`config.mk`:
```
export PLATFORM = sky130hd
export DESIGN_NAME = uart_port
export DESIGN_NICKNAME = d
export VERILOG_FILES = /design/src/rtl/uart_pkg.sv /design/src/rtl/uart_fifo.sv /design/src/rtl/uart_port.sv
export SDC_FILE = /design/constraint.sdc
export NUM_CORES = 1
export LEC_CHECK = 0
export CORE_AREA = 2 2 113 115
export CTS_BUF_LIST = sky130_fd_sc_hd__clkbuf_4
export DETAILED_ROUTE_END_ITERATION = 16
export DIE_AREA = 0 0 115 117
export PLACE_DENSITY_LB_ADDON = 0.05
export SLEW_MARGIN = 20
export SYNTH_ARGS = -nofsm -noshare
export SYNTH_HDL_FRONTEND = slang
export SYNTH_SLANG_ARGS = --single-unit
```
`constraint.sdc`:
```
create_clock -name clk -period 5.3 [get_ports clk]
set_input_delay 1.06 -clock clk [delete_from_list [all_inputs] [get_ports clk]]
set_output_delay 1.06 -clock clk [all_outputs]
set_load 0.005 [all_outputs]
```
`src/rtl/uart_pkg.sv`:
```
// Shared types and constants for the uart_port device: FSM state encodings
// and the width of the serial bit counter.
package uart_pkg;

  typedef enum logic [1:0] {
    IDLE,
    START,
    DATA,
    STOP
  } tx_state_t;

  typedef enum logic [2:0] {
    RX_IDLE,
    RX_START,
    RX_DATA,
    RX_STOP,
    RX_WAIT_HIGH
  } rx_state_t;

  localparam int BIT_CNT_W = 3;

endpackage

```
`src/rtl/uart_fifo.sv`:
```
// Byte FIFO with a combinational head. A push into a full FIFO is still taken
// when a pop happens in the same cycle.
module uart_fifo #(
  parameter int DEPTH = 4
) (
  input  logic       clk,
  input  logic       reset,
  input  logic       push,
  input  logic [7:0] din,
  input  logic       pop,
  output logic [7:0] dout,
  output logic       empty,
  output logic       full
);

  localparam int AW = (DEPTH > 1) ? $clog2(DEPTH) : 1;
  localparam logic [AW:0] DEPTH_CNT = (AW + 1)'(DEPTH);

  logic [7:0]    mem [DEPTH];
  logic [AW-1:0] wr_ptr;
  logic [AW-1:0] rd_ptr;
  logic [AW:0]   count;
  logic          do_push;
  logic          do_pop;

  assign empty   = (count == '0);
  assign full    = (count == DEPTH_CNT);
  assign do_pop  = pop && !empty;
  assign do_push = push && (!full || do_pop);
  assign dout    = empty ? 8'h00 : mem[rd_ptr];

  always_ff @(posedge clk) begin
    if (do_push) begin
      mem[wr_ptr] <= din;
    end
  end

  always_ff @(posedge clk) begin
    if (reset) begin
      wr_ptr <= '0;
      rd_ptr <= '0;
      count  <= '0;
    end else begin
      if (do_push) begin
        wr_ptr <= wr_ptr + 1'b1;
      end
      if (do_pop) begin
        rd_ptr <= rd_ptr + 1'b1;
      end
      if (do_push && !do_pop) begin
        count <= count + 1'b1;
      end else if (do_pop && !do_push) begin
        count <= count - 1'b1;
      end
    end
  end

endmodule

```
`src/rtl/uart_port.sv`:
```
// CPU-side 8N1 UART: TX FIFO feeding a serialiser, RX deserialiser feeding an
// RX FIFO, plus the DI/DO flags and sticky error bits.
module uart_port
  import uart_pkg::*;
#(
  parameter int CLKS_PER_BIT = 16,
  parameter int FIFO_DEPTH   = 4
) (
  input  logic       clk,
  input  logic       reset,
  input  logic       _uart_in,
  input  logic [7:0] wr_data,
  input  logic       _adev_uart,
  output logic [7:0] rd_data,
  output logic       flag_di,
  output logic       flag_do,
  output logic       tx,
  input  logic       rx,
  output logic       tx_overrun,
  output logic       rx_overrun,
  output logic       frame_err
);

  localparam int BAUD_W = $clog2(CLKS_PER_BIT);
  localparam logic [BAUD_W-1:0] BAUD_LAST = BAUD_W'(CLKS_PER_BIT - 1);
  localparam logic [BAUD_W-1:0] BAUD_HALF = BAUD_W'(CLKS_PER_BIT / 2 - 1);

  tx_state_t             tx_state, tx_state_n;
  logic [BAUD_W-1:0]     tx_baud, tx_baud_n;
  logic [BIT_CNT_W-1:0]  tx_bit, tx_bit_n;
  logic [7:0]            tx_shift, tx_shift_n;
  logic                  tx_q, tx_q_n;
  logic                  tx_pop;
  logic [7:0]            tx_dout;
  logic                  tx_empty, tx_full;

  rx_state_t             rx_state, rx_state_n;
  logic [BAUD_W-1:0]     rx_baud, rx_baud_n;
  logic [BIT_CNT_W-1:0]  rx_bit, rx_bit_n;
  logic [7:0]            rx_shift, rx_shift_n;
  logic [1:0]            rx_sync;
  logic                  rx_s;
  logic                  rx_push;
  logic                  rx_bad_stop;
  logic                  rx_empty, rx_full;

  assign rx_s    = rx_sync[1];
  assign tx      = tx_q;
  assign flag_di = !rx_empty;
  assign flag_do = !tx_full;

  uart_fifo #(.DEPTH(FIFO_DEPTH)) u_tx_fifo (
    .clk   (clk),
    .reset (reset),
    .push  (!_uart_in),
    .din   (wr_data),
    .pop   (tx_pop),
    .dout  (tx_dout),
    .empty (tx_empty),
    .full  (tx_full)
  );

  uart_fifo #(.DEPTH(FIFO_DEPTH)) u_rx_fifo (
    .clk   (clk),
    .reset (reset),
    .push  (rx_push),
    .din   (rx_shift),
    .pop   (!_adev_uart),
    .dout  (rd_data),
    .empty (rx_empty),
    .full  (rx_full)
  );

  always_ff @(posedge clk) begin
    if (reset) begin
      tx_state <= IDLE;
      tx_baud  <= '0;
      tx_bit   <= '0;
      tx_shift <= '0;
      tx_q     <= 1'b1;
    end else begin
      tx_state <= tx_state_n;
      tx_baud  <= tx_baud_n;
      tx_bit   <= tx_bit_n;
      tx_shift <= tx_shift_n;
      tx_q     <= tx_q_n;
    end
  end

  // The stop bit chains straight into the next start bit when data is queued.
  always_comb begin
    tx_state_n = tx_state;
    tx_baud_n  = tx_baud;
    tx_bit_n   = tx_bit;
    tx_shift_n = tx_shift;
    tx_q_n     = tx_q;
    tx_pop     = 1'b0;
    unique case (tx_state)
      IDLE: begin
        tx_q_n = 1'b1;
        if (!tx_empty) begin
          tx_pop     = 1'b1;
          tx_shift_n = tx_dout;
          tx_baud_n  = '0;
          tx_q_n     = 1'b0;
          tx_state_n = START;
        end
      end
      START: begin
        if (tx_baud == BAUD_LAST) begin
          tx_baud_n  = '0;
          tx_bit_n   = '0;
          tx_q_n     = tx_shift[0];
          tx_state_n = DATA;
        end else begin
          tx_baud_n = tx_baud + 1'b1;
        end
      end
      DATA: begin
        if (tx_baud == BAUD_LAST) begin
          tx_baud_n = '0;
          if (tx_bit == '1) begin
            tx_q_n     = 1'b1;
            tx_state_n = STOP;
          end else begin
            tx_bit_n   = tx_bit + 1'b1;
            tx_shift_n = {1'b0, tx_shift[7:1]};
            tx_q_n     = tx_shift[1];
          end
        end else begin
          tx_baud_n = tx_baud + 1'b1;
        end
      end
      STOP: begin
        if (tx_baud == BAUD_LAST) begin
          tx_baud_n = '0;
          if (!tx_empty) begin
            tx_pop     = 1'b1;
            tx_shift_n = tx_dout;
            tx_q_n     = 1'b0;
            tx_state_n = START;
          end else begin
            tx_q_n     = 1'b1;
            tx_state_n = IDLE;
          end
        end else begin
          tx_baud_n = tx_baud + 1'b1;
        end
      end
      default: tx_state_n = IDLE;
    endcase
  end

  always_ff @(posedge clk) begin
    if (reset) begin
      rx_state <= RX_IDLE;
      rx_baud  <= '0;
      rx_bit   <= '0;
      rx_shift <= '0;
    end else begin
      rx_state <= rx_state_n;
      rx_baud  <= rx_baud_n;
      rx_bit   <= rx_bit_n;
      rx_shift <= rx_shift_n;
    end
  end

  // Samples land mid-bit: half a bit into the start bit, then whole bits.
  always_comb begin
    rx_state_n  = rx_state;
    rx_baud_n   = rx_baud;
    rx_bit_n    = rx_bit;
    rx_shift_n  = rx_shift;
    rx_push     = 1'b0;
    rx_bad_stop = 1'b0;
    unique case (rx_state)
      RX_IDLE: begin
        if (!rx_s) begin
          rx_baud_n  = '0;
          rx_state_n = RX_START;
        end
      end
      RX_START: begin
        if (rx_baud == BAUD_HALF) begin
          rx_baud_n  = '0;
          rx_bit_n   = '0;
          rx_state_n = rx_s ? RX_IDLE : RX_DATA;
        end else begin
          rx_baud_n = rx_baud + 1'b1;
        end
      end
      RX_DATA: begin
        if (rx_baud == BAUD_LAST) begin
          rx_baud_n  = '0;
          rx_shift_n = {rx_s, rx_shift[7:1]};
          if (rx_bit == '1) begin
            rx_state_n = RX_STOP;
          end else begin
            rx_bit_n = rx_bit + 1'b1;
          end
        end else begin
          rx_baud_n = rx_baud + 1'b1;
        end
      end
      RX_STOP: begin
        if (rx_baud == BAUD_LAST) begin
          rx_baud_n = '0;
          if (rx_s) begin
            rx_push    = 1'b1;
            rx_state_n = RX_IDLE;
          end else begin
            rx_bad_stop = 1'b1;
            rx_state_n  = RX_WAIT_HIGH;
          end
        end else begin
          rx_baud_n = rx_baud + 1'b1;
        end
      end
      RX_WAIT_HIGH: begin
        if (rx_s) begin
          rx_state_n = RX_IDLE;
        end
      end
      default: rx_state_n = RX_IDLE;
    endcase
  end

  // Synchroniser presets to the idle line level so reset never fakes a start bit.
  always_ff @(posedge clk) begin
    if (reset) begin
      rx_sync    <= 2'b11;
      tx_overrun <= 1'b0;
      rx_overrun <= 1'b0;
      frame_err  <= 1'b0;
    end else begin
      rx_sync <= {rx_sync[0], rx};
      if (!_uart_in && tx_full && !tx_pop) begin
        tx_overrun <= 1'b1;
      end
      if (rx_push && rx_full && _adev_uart) begin
        rx_overrun <= 1'b1;
      end
      if (rx_bad_stop) begin
        frame_err <= 1'b1;
      end
    end
  end

endmodule

```
; Word-level counts from Yosys, hierarchy flattened
; Memories as Yosys holds them, arrays and structs flattened. A register that Yosys moved wholly into a read port is not among the register bits.
; Cells that the tools add are included.
[word_totals]
memories = 2
latchBits = 0
ff_bits = 55
mem_bits_rw = 64
mem_bits_ro = 0
[mem_list]
columns = memory, depth, width, read_ports, rd_ports_with_merged_regs, write_ports, line_no
row1 = u_rx_fifo.mem, 4, 8, 1, 1, 1, uart_fifo.sv:19  ; logic [7:0] mem [DEPTH];
row2 = u_tx_fifo.mem, 4, 8, 1, 1, 1, uart_fifo.sv:19
[op_classes]
reduce_logical = 45
multipliers = 0
add_sub_neg = 12
n_eq_ne = 27
shifts = 0
muxes = 64
order_cmp = 0
n_bitwise = 0
n_div = 0
[op_table]
columns = cell, count
row1 = $mux W3, 17
row2 = $mux W8, 5
row3 = $ne A2 B2 Y1 const B, 13
row4 = $pmux W8 S3, 1
row5 = $mux W2, 10
row6 = $mux W4, 5
row7 = $mux W1, 18
row8 = $eq A3 B3 Y1 const B, 5
row9 = $pmux W3 S5, 1
row10 = $add A3 B1 Y3 const B, 4
row11 = $logic_and A1 B1 Y1, 12
row12 = $pmux W3 S2, 2
row13 = $pmux W4 S3, 1
row14 = $reduce_and A4 Y1, 3
row15 = $logic_not A1 Y1, 11
row16 = $logic_not A3 Y1, 3
row17 = $add A2 B1 Y2 const B, 4
row18 = $add A4 B1 Y4 const B, 2
row19 = $eq A4 B4 Y1 const B, 2
row20 = $pmux W2 S4, 1
row21 = $pmux W4 S2, 1
row22 = $reduce_bool A2 Y1, 4
row23 = $eq A3 B2 Y1 const B, 2
row24 = $reduce_and A6 Y1, 1
row25 = other kinds (15), 20

; Logic depth before layout (Yosys ltp)
; Gate-level depths: netlist (run 1).
[depth]
depth_word = 11
mapped_depth = 11
ltp_nobuf = 11

; By module
; A second synthesis (run 1) with hierarchy kept.
[unflattened]
hier_cells = 426
hier_area_um2 = 5429.0
[modules_own_cells]
columns = module, area_each_um2, cells_each, seq_area_each_um2, instances
row1 = uart_fifo, 1706.6, 100, 1141.1, 2
row2 = uart_port, 2015.7, 226, 820.8, 1

; Worst setup path before layout (run 1)
; No wires, ideal clock.
[synth_path]
kind = in2reg
from = in _adev_uart
to = reg u_rx_fifo.count[2]
setup_time_ns = 0.070
slack_ns = 2.323
t_arrival_ns = 2.907
stages = 8
path_cell_list = and4bb_2 nor4_4 ha_1 inv_1 fa_1 xor2_1 or3_1 a21oi_1
[synth_via]
elab_chain_len = 7
elab_cells_between_ends = 10
cone_classes = mux (1) / reduce/logical (9)
[synth_rtl]
columns = item, line_no
row1 = "start, declared", uart_port.sv:13  ; input logic _adev_uart,
row2 = $logic_not A1 Y1 *, uart_port.sv:68  ; .pop (!_adev_uart),
row3 = $logic_and A1 B1 Y1 *, uart_fifo.sv:28  ; assign do_pop = pop && !empty;
row4 = $logic_or A1 B1 Y1 *, uart_fifo.sv:29  ; assign do_push = push && (!full || do_pop);
row5 = $logic_and A1 B1 Y1 *, uart_fifo.sv:29
row6 = via u_rx_fifo.do_push, uart_fifo.sv:23  ; logic do_push;
row7 = $logic_not A1 Y1, uart_fifo.sv:52  ; end else if (do_pop && !do_push) begin
row8 = $logic_and A1 B1 Y1, uart_fifo.sv:52
row9 = $reduce_bool A2 Y1 (no source line), n/a
row10 = "end signal, assigned", uart_fifo.sv:51  ; count <= count + 1'b1;
row11 = "end signal, assigned", uart_fifo.sv:53  ; count <= count - 1'b1;
row12 = "end, declared", uart_fifo.sv:22  ; logic [AW:0] count;
; Mark *: on every way through the listed nets, which the timed path passes. The rest lies on a longest branch.
; A chain may end at the register's enable or synchronous reset.

==> key figures, run 1 <==
Status
  • Status: finished clean

Routing
  • Total Wirelength: roughly 9.3 mm
  • DRC: 0
  • Pre-antenna DRT Iters: 4
  • Post-DRT Antenna Nets: 0
  • DRT iter0 DRCs: 130
  • WL per Instance: between 15 and 20 um
  • Vias per cell: 5.40
  • Total number of vias: around 3,200

Pwr
  • Peak VDD IR: roughly 180 uV
  • Leak Pwr: 0.00206 uW
  • Total power: about 2700 uW
  • PD cells: 451 nW/um2

Timing
  • RSZ-0062 raised after global routing: no
  • Tmin final: between 3000 and 4000 ps
  • F_max: roughly 290 MHz
  • Crit share post-route: between 60% and 70%
  • Setup TNS: 0 ps
  • Setup violators final: 0
  • Worst slew pin tran: about 1000 ps
  • Final setup margin: approximately 1800 ps
  • Final hold vios: 0
  • Final Max Slew Viols: 0
  • Clock Skew: around 17 ps
  • Relative slew slack: a little under a third

Floorplan
  • Boundary Pins: 27
  • Initial core utilization: approximately 43%
  • Die Width: ~120 um
  • Core area: about 12,000 um2
  • Chip height: 117 um
  • Full die area: roughly 13,000 um2
  • Row count: 41

Finish
  • Nets: 470
  • Non-filler instance count after layout: around 600
  • Design area: about 6000 um2
  • Syn-to-layout area delta: 12.8%
  • Antenna diode count: 0
  • Layout cells sized above 1: between 15 and 20%

Synth
  • Synth unique cells: 59
  • Syn Inst Count: between 400 and 500
  • Synth Flop Type: edfxtp_1
  • Yosys top cell area share: between 30 and 40%
  • Sequential share of the synthesized area: between 50% and 60%
  • Async SR Flop Fraction: 0%
  • Synth top cells by count: 64 x edfxtp_1, 59 x dfxtp_1, 35 x nor2_1
  • Mean area per synthesized cell: roughly 13 um2
  • Main area contributors after synthesis: edfxtp_1 36%, dfxtp_1 22%, mux4_2 6.7%, ha_1 4.9%, mux2i_1 3.7%
  • Most common cell in the netlist: edfxtp_1
  • Post-Syn Nets: 442
  • Synth warn: 0
  • Post-synth EDFFs: between 60 and 70
  • FF+latch count, synth: roughly 120
  • Syn Std Cell Area: about 5400 um2
  • Area leader, netlist: edfxtp_1

Placement
  • Inst Count DP: approximately 570
  • Dpl ws: 1670 ps
  • Number of port buffers: 26
  • Placer Congestion: about 0.74
  • Area after DPL: about 5700 um2
  • Post-DP HPWL: approximately 6.0 mm

Setup path
  • Flop-to-flop setup slack: 2270 ps
  • Endpoint class of the critical path: primary output
  • Element type at the critical path start: flop
  • Critical Path AT: between 2000 and 2500 ps
  • Reg-to-Reg End: u_tx_fifo.count[2]
  • CP max FO: 8
  • Reg-to-reg critical path startpoint: tx_state[0]
  • WS Path Type: flop to primary output
  • R2r worst-path depth: 9
  • Data required, critical path: between 4000 and 5000 ps

Clock network
  • Root buf cell: clkbuf_4
  • H-tree depth: 4
  • CTS tree: built
  • Hold-fix buffers at CTS: 0
  • # clock sinks: ~120
  • Setup Buffers After CTS: 0
  • Post-cts resize count: 0
  • CTS max path bufs: 2
  • Skew-Pair Late Insertion Delay: about 520 ps
  • Clock transition at path regs: about 120 ps
  • TritonCTS buffer count: 17

Global routing
  • Pin count of the biggest net entering global routing: 49
  • Vias in the first global route: about 3,000
  • Remaining global-route overflow: 0
  • Antenna violations before repair: 0
  • Global-route wire length before repair: about 15 mm
  • Total global-route track usage: around 15%

Min path
  • Hold path cells: 1
  • HP Class: flop to flop
  • Hold endpoint: rx_sync[1]
  • Hold path startpoint: rx_sync[0]

Run
  • Max_cap viols: 0
## worst max-delay path, cell delays in order (launching register included)
cell             delay (ps)
dfxtp_1                 710
mux4_2                  600
nor2b_1                 150
clkdlybuf4s50_1         440
## registers in the layout, summed over array words and instances (netlist names), 2 cells and up, named ones only
register and count:
tx_baud 4, u_rx_fifo.rd_ptr 2, rx_state 3, rx_shift 8, rx_bit 3, u_tx_fifo.count 3, tx_state 2, u_rx_fifo.count 3
tx_bit 3, u_tx_fifo.rd_ptr 2, rx_sync 2, u_rx_fifo.wr_ptr 2, rx_baud 4, u_tx_fifo.mem 32, u_tx_fifo.wr_ptr 2, tx_shift 8
u_rx_fifo.mem 32
## report_power, final
part,internal [uW],switching (uW)
clock network,336,376
logic,419,379
registers,1100,108
## through the flow
stage	utilization, %	hold WS [ps]
4_1_cts	49.0	422
5_1_grt	49.0	444
2_1_floorplan	-	389
3_5_place_dp	46.5	392
3_3_place_gp	46.5	396
6_report	49.0	425
## worst max-delay path by stage
stage          startpoint                  to
3_5_place_dp   _adev_uart  u_rx_fifo.count[2]
4_1_cts              flop          rd_data[6]
6_report             flop          rd_data[6]
5_1_grt              flop          rd_data[6]
2_1_floorplan  _adev_uart  u_rx_fifo.count[2]
3_3_place_gp   _adev_uart  u_rx_fifo.count[2]
## layout by cell type, fill, tap and decap left out, types with 5 or more instances in the layout
| master | synthesis | final |
|---|---|---|
| or3_1 | 5 | 5 |
| inv_1 | 14 | 14 |
| nor2_1 | 35 | 35 |
| inv_6 | 0 | 5 |
| mux2i_1 | 20 | 20 |
| mux4_2 | 16 | 16 |
| nand2_1 | 10 | 10 |
| dfxtp_1 | 59 | 59 |
| edfxtp_1 | 64 | 64 |
| nor2b_1 | 10 | 10 |
| nand3_1 | 5 | 5 |
| clkbuf_4 | 0 | 17 |
| ha_1 | 21 | 21 |
| nor3_1 | 7 | 7 |
| xnor2_1 | 6 | 6 |
| nor3b_1 | 6 | 6 |
| o21ai_0 | 13 | 13 |
| or2_2 | 6 | 6 |
| o311a_1 | 7 | 7 |
| and2_1 | 8 | 8 |
| clkdlybuf4s50_1 | 0 | 25 |
| a21oi_1 | 19 | 19 |
## cell families (layout without fill, tap and decap cells)
| logic type | count (synthesis) | after routing | share of synthesized area (%) |
|---|---|---|---|
| AO/OA/AOI/OAI | 61 | 61 | 8.30 |
| XOR/XNOR | 10 | 10 | 1.64 |
| adder cells (fa/ha/maj) | 23 | 23 | 5.66 |
| buffers and inverters | 34 | 75 | 2.71 |
| flip-flops | 123 | 123 | 58.0 |
| multiplexers | 37 | 37 | 10.7 |
| AND/OR/NAND/NOR | 118 | 118 | 13.0 |
## cell type report
class,count,area [um2]
Fill cell,1122,6270
Timing Repair Buffer,28,270
Clock buffer,17,128
Multi-Input combinational cell,249,2100
Clock inverter,15,189
Tap cell,150,188
Inverter,15,56.3
Sequential cell,123,3100
## layer usage
metal | share of wire [%] | global-route usage, % | vias to the layer above | routed length, um
li1 | - | - | 1590 | -
met2 | 46 | 23.0 | 34 | 4270
met3 | 2.4 | 4.99 | 8 | 227
met5 | 0 | 0 | - | 0
met1 | 50 | 20.6 | 1591 | 4680
met4 | 1.1 | 6.75 | 0 | 99
(Power assumes the default switching activity.)
==> run 2: changes to the inputs <==
==> constraint.sdc (replaced) <==
create_clock -name clk -period 3.2 [get_ports clk]
set_input_delay 0.64 -clock clk [delete_from_list [all_inputs] [get_ports clk]]
set_output_delay 0.64 -clock clk [all_outputs]
set_load 0.005 [all_outputs]
==> key figures, run 2 (synthesized netlist as in run 1, its figures left out) <==
Clock network
  • Clock transition at path regs: 100 ps (-20 ps)
  • CTS tree: built
  • Setup Buffers After CTS: 0 (unchanged)
  • Skew-Pair Late Insertion Delay: 520 ps (about the same)
  • H-tree depth: 4 (unchanged)
  • # clock sinks: 123 (unchanged)
  • Root buf cell: clkbuf_4
  • CTS max path bufs: 2 (unchanged)
  • TritonCTS buffer count: 17 (unchanged)

Setup path
  • Data required, critical path: 2560 ps (-1680 ps)
  • CP Cell Sequence: mux4_2 > nor2b_1 > clkdlybuf4s50_1
  • CP bufs+invs: 1 (unchanged)
  • R2r worst-path depth: 9 (unchanged)
  • Endpoint class of the critical path: primary output
  • Crit-path leading delay family: multiplexers
  • Worst path max stage delay: 560 ps (-150 ps)
  • Element type at the critical path start: flop
  • Reg-to-reg critical path startpoint: tx_state[0]
  • CP max FO: 8 (unchanged)
  • Critical Path AT: 2190 ps (-240 ps)
  • Reg-to-Reg End: u_tx_fifo.count[2]
  • WS Path Type: flop to primary output
  • CP max-delay cell: mux4_2
  • Flop-to-flop setup slack: 510 ps (-1760 ps)

Floorplan
  • Full die area: 13,500 um2 (unchanged)
  • Chip height: 117 um (unchanged)
  • Die Width: 115 um (unchanged)
  • Initial core utilization: 43.5% (unchanged)
  • Row count: 41 (unchanged)
  • Core area: 12,300 um2 (unchanged)
  • Boundary Pins: 27 (unchanged)

Timing
  • Worst slew pin tran: 838 ps (-185 ps)
  • Crit share post-route: roughly nine tenths
  • Setup violators final: 0 (unchanged)
  • Relative slew slack: 44.1% (+13 points)
  • Clock Skew: 14.1 ps (-2.68 ps)
  • Final hold vios: 0 (unchanged)
  • RSZ-0062 raised after global routing: no
  • F_max: between 300 and 400 MHz
  • Setup TNS: 0 ps (unchanged)
  • Tmin final: ~2800 ps
  • Final Max Slew Viols: 0 (unchanged)

Min path
  • HP Class: flop to flop
  • Hold path startpoint: rx_sync[0]
  • Hold endpoint: rx_sync[1]
  • Hold path cells: 1 (unchanged)

Placement
  • Post-DP HPWL: 6.06 mm (+1.2%)
  • Placer Congestion: 0.717 (-3.1%)
  • Inst Count DP: 570 (+0.88%)
  • Number of port buffers: 26 (unchanged)

Finish
  • Layout cells sized above 1: 16.4% (+0.71 points)
  • Largest regs: u_rx_fifo.mem x32, u_tx_fifo.mem x32
  • Nets: 475 (+1.1%)
  • Antenna diode count: 0 (unchanged)
  • Non-filler instance count after layout: 602 (+0.84%)
  • Storage cell area: 3100 um2 (about the same)
  • # fillers: 1,109 (-1.2%)
  • Syn-to-layout area delta: 12.6%
  • Multi-input logic area: 2100 um2 (unchanged)
  • Most frequent cells in the layout: 64 x edfxtp_1, 58 x dfxtp_1, 35 x nor2_1, 25 x clkdlybuf4s50_1, 22 x clkbuf_4
  • Most common cell after layout, fill and taps aside: edfxtp_1

Global routing
  • Pin count of the biggest net entering global routing: 26 (-47%)
  • Remaining global-route overflow: 0 (unchanged)
  • Global-route wire length before repair: 15.6 mm (+1.6%)
  • Antenna violations before repair: 0 (unchanged)
  • Total global-route track usage: 15.4% (-0.024 points)
  • Vias in the first global route: 3,096 (+1.8%)

Routing
  • Post-DRT Antenna Nets: 0 (unchanged)
  • DRT iter0 DRCs: 118 (-9.2%)
  • DRC: 0 (unchanged)
  • Vias per cell: 5.25 (-2.7%)
  • Pre-antenna DRT Iters: 4 (unchanged)
  • Total number of vias: 3,162 (-1.9%)
  • Total Wirelength: 9.33 mm (+0.48%)
  • WL per Instance: 15.5 um (-0.35%)

Pwr
  • PD cells: 731 nW/um2 (+62%)
  • Peak VDD IR: 321 uV (+75%)
  • Leak Pwr: 0.00207 uW (+0.75%)

Status
  • Status: finished clean

Run
  • Max_cap viols: 0 (unchanged)
run 2: changes by cell type in the layout (fill, tap and decap cells not counted), sizes merged:
cell      change
buf           +5
clkbuf        +5
inv           -5
bufinv        -1
clkinvlp      -1
clkinv        +2
run 2: worst max path at each step:
stage,to,cells after the start
floorplan,u_tx_fifo.count[2],10
global placement,u_rx_fifo.count[2],9
detailed placement,u_rx_fifo.count[2],9
CTS,rd_data[6],3
global route,rd_data[6],3
finish,rd_data[6],3
run 2: area by class of cell:
class                      instances  area share [%]
sequential                       123            51.5
multi-input combinational        249            34.9
timing repair buffer              33            5.11
tap                              150            3.11
clock buffer                      22            2.74
clock inverter                    10            1.72
inverter                          15           0.934
run 2: worst register-to-register path, stage by stage, from the launching register on:
cell and delay, ps:
dfxtp_1 410, inv_1 100, ha_1 430, a221oi_2 330, ha_1 230, inv_1 70
fa_1 420, xor2_1 160, or3_1 320, a21oi_1 150
run 2: timing repair:
item                       CTS  global route
resized for setup            0             1
hold buffers                 0             0
setup endpoints to repair    0             2
run 2: where the power goes:
part           internal [uW]  switching (uW)
sequential              1830             172
clock                    498             545
combinational            712             648
total                   3040            1370
run 2: stage by stage:
| step | utilization (%) | setup slack (ps) | power [uW] | area [um2] | hold slack [ps] |
|---|---|---|---|---|---|
| finish | 49.0 | 374 | 4400 | 6030 | 438 |
| global route | 49.0 | 218 | 4700 | 6030 | 468 |
| CTS | 49.0 | 63.9 | 4460 | 6030 | 445 |
| detailed placement | 46.8 | 165 | 3410 | 5760 | 402 |
| global placement | 46.8 | 260 | 3370 | 5760 | 399 |
| floorplan | - | 492 | 2980 | 5350 | 389 |
run 2: per-layer routing:
layer | share of wire, % | vias up | GRT usage (%)
met5 | 0 | - | 0
met3 | 3.1 | 19 | 4.63
met2 | 45 | 40 | 22.9
met4 | 1.7 | 0 | 6.99
li1 | - | 1591 | -
met1 | 50 | 1512 | 20.8
